<file path="config.mk">
export PLATFORM = sky130hd
export DESIGN_NAME = seq_divider
export DESIGN_NICKNAME = d
export VERILOG_FILES = /design/src/rtl/div_pkg.sv /design/src/rtl/div_step.sv /design/src/rtl/seq_divider.sv
export SDC_FILE = /design/constraint.sdc
export NUM_CORES = 1
export LEC_CHECK = 0
export ABC_CLOCK_PERIOD_IN_PS = 5100
export CAP_MARGIN = 15
export CORE_MARGIN = 5
export CORE_UTILIZATION = 45
export CTS_CLUSTER_DIAMETER = 150
export DETAILED_ROUTE_END_ITERATION = 10
export HOLD_SLACK_MARGIN = 0.1
export PLACE_DENSITY = 0.77
export SLEW_MARGIN = 5
export SYNTH_ARGS = -nofsm -noshare
export SYNTH_HDL_FRONTEND = slang
export SYNTH_SLANG_ARGS = --single-unit
</file>
<file path="constraint.sdc">
create_clock -name clk -period 5.1 [get_ports clk]
set_input_delay 1.02 -clock clk [delete_from_list [all_inputs] [get_ports clk]]
set_output_delay 1.02 -clock clk [all_outputs]
set_load 0.05 [all_outputs]
</file>
<file path="src/rtl/div_pkg.sv">
// Shared definitions for the sequential restoring divider: FSM state
// encoding, default operand widths and a constant-width helper.
// Build option: DIV_ZERO_FAST_EN (see seq_divider.sv).
package div_pkg;

  // FSM state encoding (plain constants so older tools and netlists see fixed codes)
  localparam logic [1:0] S_IDLE = 2'd0;
  localparam logic [1:0] S_RUN  = 2'd1;
  localparam logic [1:0] S_DONE = 2'd2;

  // Default widths: dividend matches the 4x4 multiplier product, divisor one factor
  localparam int DIV_DW = 8;
  localparam int DIV_VW = 4;

  // Ceiling log2 with a floor of 1 bit, used to size the iteration counter
  function automatic int clog2(input int value);
    int width;
    int span;
    width = 0;
    span  = 1;
    while (span < value) begin
      span  = span << 1;
      width = width + 1;
    end
    return (width == 0) ? 1 : width;
  endfunction

endpackage

</file>
<file path="src/rtl/div_step.sv">
// One combinational restoring-division iteration: shift the next dividend
// bit into the partial remainder, trial-subtract the divisor, and keep the
// difference only when it does not go negative.
module div_step
  import div_pkg::*;
#(
  parameter int VW = DIV_VW
) (
  input  logic [VW:0]   r_in,
  input  logic [VW-1:0] d,
  input  logic          bit_in,
  output logic [VW:0]   r_out,
  output logic          q_bit
);

  logic [VW:0] t;
  // The top bit of the incoming remainder is shifted out and never feeds T
  logic        unused_r_msb;

  assign t            = {r_in[VW-1:0], bit_in};
  assign unused_r_msb = r_in[VW];

  // Trial subtraction: quotient bit is 1 when T covers the divisor
  always_comb begin
    q_bit = (t >= {1'b0, d});
    r_out = q_bit ? (t - {1'b0, d}) : t;
  end

endmodule

</file>
<file path="src/rtl/seq_divider.sv">
// Multi-cycle unsigned restoring divider with a start/done handshake,
// producing one quotient bit per clock. Companion to the ALU's 4x4
// multiplier; the ALU itself is untouched.
// Build option: define DIV_ZERO_FAST_EN to send a zero divisor straight
// from IDLE to DONE (results identical, latency 1 instead of DW).
module seq_divider
  import div_pkg::*;
#(
  parameter int DW = DIV_DW,
  parameter int VW = DIV_VW
) (
  input  logic          clk,
  input  logic          reset_n,
  input  logic          start,
  input  logic [DW-1:0] dividend,
  input  logic [VW-1:0] divisor,
  output logic          ready,
  output logic          busy,
  output logic          done,
  output logic [DW-1:0] quotient,
  output logic [VW-1:0] remainder,
  output logic          div_by_zero
);

  localparam int CW = clog2(DW + 1);

  logic [1:0]    state_reg;
  logic [1:0]    state_next;
  logic [CW-1:0] cnt_reg;
  logic [DW-1:0] q_reg;
  logic [VW-1:0] d_reg;
  logic [VW:0]   r_reg;
  logic [DW-1:0] quotient_reg;
  logic [VW-1:0] remainder_reg;
  logic          dbz_reg;

  logic [VW:0]   step_r;
  logic          step_q;
  logic [DW-1:0] q_shift;
  logic          last_iter;
  logic          zero_div;

  div_step #(
    .VW(VW)
  ) u_step (
    .r_in  (r_reg),
    .d     (d_reg),
    .bit_in(q_reg[DW-1]),
    .r_out (step_r),
    .q_bit (step_q)
  );

  // Dividend register doubles as the quotient register: MSB out, new bit in
  assign q_shift   = {q_reg[DW-2:0], step_q};
  assign last_iter = (cnt_reg == CW'(DW - 1));
  assign zero_div  = (divisor == '0);

  assign ready       = (state_reg == S_IDLE);
  assign busy        = (state_reg == S_RUN);
  assign done        = (state_reg == S_DONE);
  assign quotient    = quotient_reg;
  assign remainder   = remainder_reg;
  assign div_by_zero = dbz_reg;

  // Next-state logic; start is only honoured in IDLE and is never queued
  always_comb begin
    state_next = state_reg;
    case (state_reg)
      S_IDLE: begin
        if (start) begin
`ifdef DIV_ZERO_FAST_EN
          state_next = zero_div ? S_DONE : S_RUN;
`else
          state_next = S_RUN;
`endif
        end
      end
      S_RUN:   if (last_iter) state_next = S_DONE;
      S_DONE:  state_next = S_IDLE;
      default: state_next = S_IDLE;
    endcase
  end

  // State, iteration datapath and result registers; reset aborts any operation
  always_ff @(posedge clk) begin
    if (!reset_n) begin
      state_reg     <= S_IDLE;
      cnt_reg       <= '0;
      q_reg         <= '0;
      d_reg         <= '0;
      r_reg         <= '0;
      quotient_reg  <= '0;
      remainder_reg <= '0;
      dbz_reg       <= 1'b0;
    end else begin
      state_reg <= state_next;
      case (state_reg)
        S_IDLE: begin
          if (start) begin
            q_reg   <= dividend;
            d_reg   <= divisor;
            r_reg   <= '0;
            cnt_reg <= '0;
            dbz_reg <= zero_div;
`ifdef DIV_ZERO_FAST_EN
            // Shortcut produces what the full iteration would: all-ones
            // quotient and the low dividend bits as remainder
            if (zero_div) begin
              quotient_reg  <= '1;
              remainder_reg <= dividend[VW-1:0];
            end
`endif
          end
        end
        S_RUN: begin
          q_reg   <= q_shift;
          r_reg   <= step_r;
          cnt_reg <= cnt_reg + CW'(1);
          if (last_iter) begin
            quotient_reg  <= q_shift;
            remainder_reg <= step_r[VW-1:0];
          end
        end
        default: ;
      endcase
    end
  end

endmodule
</file>
==> results.py, run 1 <==
metrics = {
    "routing": {
        "remaining_drc_errors": 0,
        "dr.first_iter.drc_count": 80,
        "via_per_inst": 5.31,
        "avgRoutedWirePerCell_um": 13.2,
        "drt_pass1_iterations": 4,
        "ant_nets": 0,
        "dr_total_vias": 1403,
        "detail_route.wirelength_um": 3470,
    },
    "setup_path": {
        "startpoint_type": "flop",
        "cp_max_fo": 11,
        "cp_data_required_time_ns": 4.08,
        "worstSetupPathType": "flop to output port",
        "cp_cell_sequence": "nand2b_1, inv_4, clkdlybuf4s50_1",
        "end_kind": "output port",
        "slowest_delay_ns": 0.82,
        "arrival_ns": 2.13,
        "crit_slowest_cell": "clkdlybuf4s50_1",
    },
    "global_routing": {
        "grt_max_degree": 37,
        "grt.total_usage": 0.151,
        "gr-total-overflow": 0,
        "grt_pass1_wl_um": 6100,
        "antenna_found_initial": 0,
        "grt_pass1_vias": 1304,
    },
    "floorplanning": {
        "initial_utilization": 0.466,
        "design.core.area_um2": 3690,
        "fp.dieArea_um2": 5150,
        "fp.dieH_um": 71.8,
        "rows": 22,
        "fp.dieW_um": 71.8,
        "ios": 31,
    },
    "layout": {
        "final_common_cell": "dfxtp_1",
        "finalCoreUtilization": 0.568,
        "syn2layout_area_growth_pct": 21.9,
        "n_antenna_cell": 0,
        "finalInstanceArea_um2": 2090,
        "drive_gt1_frac": 0.102,
        "final_cell_mix": "dfxtp_1, clkdlybuf4s50_1, nand2_1, nor2_1, a21boi_0",
        "nNetsFinal": 236,
    },
    "placement": {
        "dpl-instance-area_um2": 2010,
        "place.gp.congestion": 0.755,
        "portBuffers": 30,
        "dp_hpwl_um": 2450,
    },
    "clocking": {
        "hold_buffers": 0,
        "numCtsBuffers": 5,
        "cts_setup_buffers": 0,
        "clockBufferDepth": 2,
        "cts_root_buffer": "clkbuf_8",
        "insertion_delay_ns": 0.29,
        "clkTransAtPathRegs_ns": 0.07,
        "ctsResizeCount": 0,
        "cts.sinks": 35,
        "cts.htree.levels": 2,
        "cts_tree": "built",
    },
    "run": {
        "max-cap-violations": 0,
    },
    "synth": {
        "syn_nets": 210,
        "ys_ff_latch": 35,
        "synth_seq_area_share": 0.408,
        "synthArstFlopShare": 0,
        "synth_edf_count": 0,
        "syn_inst": 189,
        "yosysUniqueCellTypes": 49,
        "yosysWarnings": 0,
        "synthFlopType": "dfxtp_1",
        "syn_area_um2": 1720,
        "syn_area_per_cell_um2": 9.09,
    },
    "pwr": {
        "p_leak_nw": 0.805,
        "power.density_nw_per_um2": 301,
        "peakVddDrop_v": 0.000202,
        "finalPower_w": 0.000631,
    },
    "timing": {
        "post-route-min-period_ns": 3.15,
        "post-route-period-util": 0.617,
        "hold_viol": 0,
        "tightest_slew_ns": 0.808,
        "fmax_mhz": 318,
        "rsz0062_at_grt": "false",
        "setup_tns_ns": 0,
        "maxSlewHeadroom": 0.461,
        "skew_ns": 0.0105,
        "slew_viol_final": 0,
        "whs_ns": 0.462,
        "setup_viol": 0,
    },
    "hold_path": {
        "hold_path_class": "flop to flop",
    },
    "run_status": {
        "status": "completed",
    },
}
==> power by group <==
part / switching [W] / total (W) / internal (W)
clock network: 0.000105 / 0.000200 / 0.0000949
registers: 0.0000124 / 0.000299 / 0.000287
logic: 0.0000780 / 0.000132 / 0.0000540
total: 0.000196 / 0.000631 / 0.000436
==> cell type report <==
type	instances	area, um2
fill	350	1590
multi-input combinational	134	905
sequential	35	701
timing repair buffer	31	308
clock buffer	5	68.8
tap	48	60.1
inverter	8	32.5
clock inverter	3	20.0
==> Yosys cell counts, types with 2 or more instances <==
| cell type | number | area share |
|---|---|---|
| o2111ai_1 | 2 | 0.010 |
| a32o_1 | 3 | 0.017 |
| buf_2 | 4 | 0.012 |
| clkbuf_1 | 3 | 0.0066 |
| a21boi_0 | 13 | 0.057 |
| o221ai_1 | 3 | 0.015 |
| nand4_1 | 2 | 0.0073 |
| nor2b_1 | 3 | 0.011 |
| inv_1 | 7 | 0.015 |
| nand2_1 | 27 | 0.059 |
| or3_1 | 3 | 0.011 |
| nor2_1 | 20 | 0.044 |
| o21ai_0 | 4 | 0.012 |
| o2bb2ai_1 | 2 | 0.010 |
| dfxtp_1 | 35 | 0.41 |
| a22oi_1 | 2 | 0.0087 |
| and2_1 | 3 | 0.011 |
| o211ai_1 | 3 | 0.013 |
| nand3_1 | 5 | 0.015 |
| ha_1 | 5 | 0.036 |
| buf_6 | 4 | 0.026 |
| nand2b_1 | 2 | 0.0073 |
| o221ai_2 | 4 | 0.035 |
| or2_1 | 3 | 0.011 |
| a21oi_1 | 3 | 0.0087 |
==> kinds of logic after synthesis <==
group,share of synthesized area
flip-flops,0.408
AND/OR/NAND/NOR,0.239
adder cells (fa/ha/maj),0.0481
AO/OA/AOI/OAI,0.222
buffers and inverters,0.0656
XOR/XNOR,0.00510
multiplexers,0.0124
==> metal layers <==
metal	global-route usage	vias to the layer above	share of wire	wire (um)
met1	0.202	655	0.47	1640
met5	0	-	0	0
met2	0.228	27	0.47	1630
met4	0.0626	0	0.018	63
met3	0.0407	5	0.040	140
li1	-	716	-	-
==> through the flow <==
step                std cells  worst slack, ns
floorplan                 189             2.97
global placement          256             2.28
detailed placement        256             2.27
CTS                       264             1.95
global route              264             1.85
finish                    264             1.95
==> worst paths after layout <==
path                 from     endpoint  slack, ns  cells past startpoint
max          state_reg[1]         busy       1.95                      3
max reg2reg      d_reg[1]     r_reg[2]       3.08                      6
min           quotient[6]  quotient[6]       0.46                      2
min reg2reg   quotient[6]  quotient[6]       0.46                      2
==> critical path, delay by kind of cell, from the launching register on <==
family / cells / cell delay, ns
and+or+nand+nor: 1 / 0.46
buffers and inverters: 2 / 1.03
DFF: 1 / 0.35
(Power assumes the default switching activity.)
==> run 2, diff against run 1 <==
ABC_CLOCK_PERIOD_IN_PS = 2620   (was 5100)
PLACE_DENSITY = 0.8   (was 0.77)
clock period = 2.62 ns   (was 5.1 ns; I/O delays follow)
==> results.py, run 2 (synthesized netlist as in run 1, its figures left out) <==
metrics = {
    "global_routing": {
        "grt.total_usage": 0.149,
        "gr-total-overflow": 0,
        "grt_max_degree": 21,
        "antenna_found_initial": 0,
        "grt_pass1_wl_um": 6110,
        "grt_use_met2": 0.239,
        "met1_usage": 0.191,
        "use_met3": 0.0323,
        "grt_pass1_vias": 1350,
        "top_usage_layer": "met2",
    },
    "clocking": {
        "numCtsBuffers": 5,
        "cts_setup_buffers": 0,
        "cts.htree.levels": 2,
        "cts_root_buffer": "clkbuf_8",
        "cts_tree": "built",
        "clkTransAtPathRegs_ns": 0.07,
        "hold_buffers": 0,
        "ctsResizeCount": 0,
        "clockBufferDepth": 2,
        "cts.sinks": 35,
        "insertion_delay_ns": 0.29,
    },
    "setup_path": {
        "startpoint_type": "flop",
        "crit_family": "buffers and inverters",
        "end_kind": "output port",
        "arrival_ns": 1.68,
        "cp_data_required_time_ns": 2.10,
        "cp_max_fo": 7,
        "worstSetupPathType": "flop to output port",
        "slowest_delay_ns": 0.81,
        "cp_num_buf_inv": 1,
        "crit_slowest_cell": "clkdlybuf4s50_1",
        "cp_cell_sequence": "nor2b_1, clkdlybuf4s50_1",
    },
    "timing": {
        "post-route-min-period_ns": 2.21,
        "setup_viol": 0,
        "rsz0062_at_grt": "false",
        "whs_ns": 0.462,
        "maxSlewHeadroom": 0.609,
        "hold_viol": 0,
        "post-route-period-util": 0.842,
        "fmax_mhz": 453,
        "slew_viol_final": 0,
        "tightest_slew_ns": 0.586,
        "setup_tns_ns": 0,
        "skew_ns": 0.00734,
    },
    "routing": {
        "detail_route.wirelength_um": 3500,
        "dr.first_iter.drc_count": 60,
        "drt_pass1_iterations": 4,
        "via_per_inst": 5.24,
        "dr_total_vias": 1400,
        "remaining_drc_errors": 0,
        "avgRoutedWirePerCell_um": 13.1,
        "ant_nets": 0,
    },
    "layout": {
        "syn2layout_area_growth_pct": 23.1,
        "final_common_cell": "dfxtp_1",
        "nNetsFinal": 239,
        "finalNonFillerCells": 267,
        "n_antenna_cell": 0,
        "final_cell_mix": "dfxtp_1, clkdlybuf4s50_1, nand2_1, nor2_1, a21boi_0",
        "drive_gt1_frac": 0.119,
    },
    "pwr": {
        "p_leak_nw": 0.820,
        "peakVddDrop_v": 0.000343,
        "finalPower_w": 0.00124,
        "power.density_nw_per_um2": 585,
    },
    "floorplanning": {
        "rows": 22,
        "fp.dieArea_um2": 5150,
        "initial_utilization": 0.466,
        "ios": 31,
        "fp.dieW_um": 71.8,
        "fp.dieH_um": 71.8,
        "design.core.area_um2": 3690,
    },
    "placement": {
        "dp_hpwl_um": 2510,
        "portBuffers": 30,
        "post-place-cells": 259,
        "place.gp.congestion": 0.815,
    },
    "run": {
        "max-cap-violations": 0,
    },
    "run_status": {
        "status": "completed",
    },
    "hold_path": {
        "hold_path_class": "flop to flop",
    },
}
==> run 2: cell types whose count changed in the layout (fill, tap and decap cells not counted), sizes merged <==
cell and delta:
buf +4, clkdlybuf4s50 -1
==> run 2: worst paths after layout <==
| kind | startpoint | end | slack (ns) | depth (start not counted) |
|---|---|---|---|---|
| worst max-delay path | state_reg[1] | done | 0.41 | 2 |
| worst min-delay path | quotient[7] | quotient[7] | 0.46 | 2 |
| worst max register to register | d_reg[2] | r_reg[0] | 0.86 | 7 |
| worst min register to register | quotient[7] | quotient[7] | 0.46 | 2 |
==> run 2: layout make-up <==
| cell class | instances | area [um2] |
|---|---|---|
| Clock buffer | 5 | 68.8 |
| Clock inverter | 3 | 20.0 |
| Fill cell | 346 | 1570 |
| Inverter | 8 | 32.5 |
| Multi-Input combinational cell | 134 | 905 |
| Sequential cell | 35 | 701 |
| Tap cell | 48 | 60.1 |
| Timing Repair Buffer | 34 | 328 |
==> run 2: report_power, final <==
part | internal (W) | switching (W)
Clock | 0.000185 | 0.000202
Combinational | 0.000114 | 0.000154
Sequential | 0.000558 | 0.0000245
Total | 0.000857 | 0.000381
==> run 2: worst min-delay path: cells and delay by family, from the launching register on <==
kind | cells | cell delay [ns]
AOI/OAI and AO/OA | 1 | 0.06
and+or+nand+nor | 1 | 0.04
DFF | 1 | 0.31
==> run 2: layer usage <==
layer,vias to the layer above,part of all wire
li1,719,-
met1,649,0.47
met2,28,0.47
met3,4,0.044
met4,0,0.015
met5,-,0
==> run 2: metrics by stage <==
step / area [um2] / utilization / setup slack, ns
4_1_cts: 2110 / 0.573 / 0.399
6_report: 2110 / 0.573 / 0.414
3_3_place_gp: 2030 / 0.549 / 0.520
5_1_grt: 2110 / 0.573 / 0.351
3_5_place_dp: 2030 / 0.549 / 0.495
2_1_floorplan: 1720 / - / 0.910
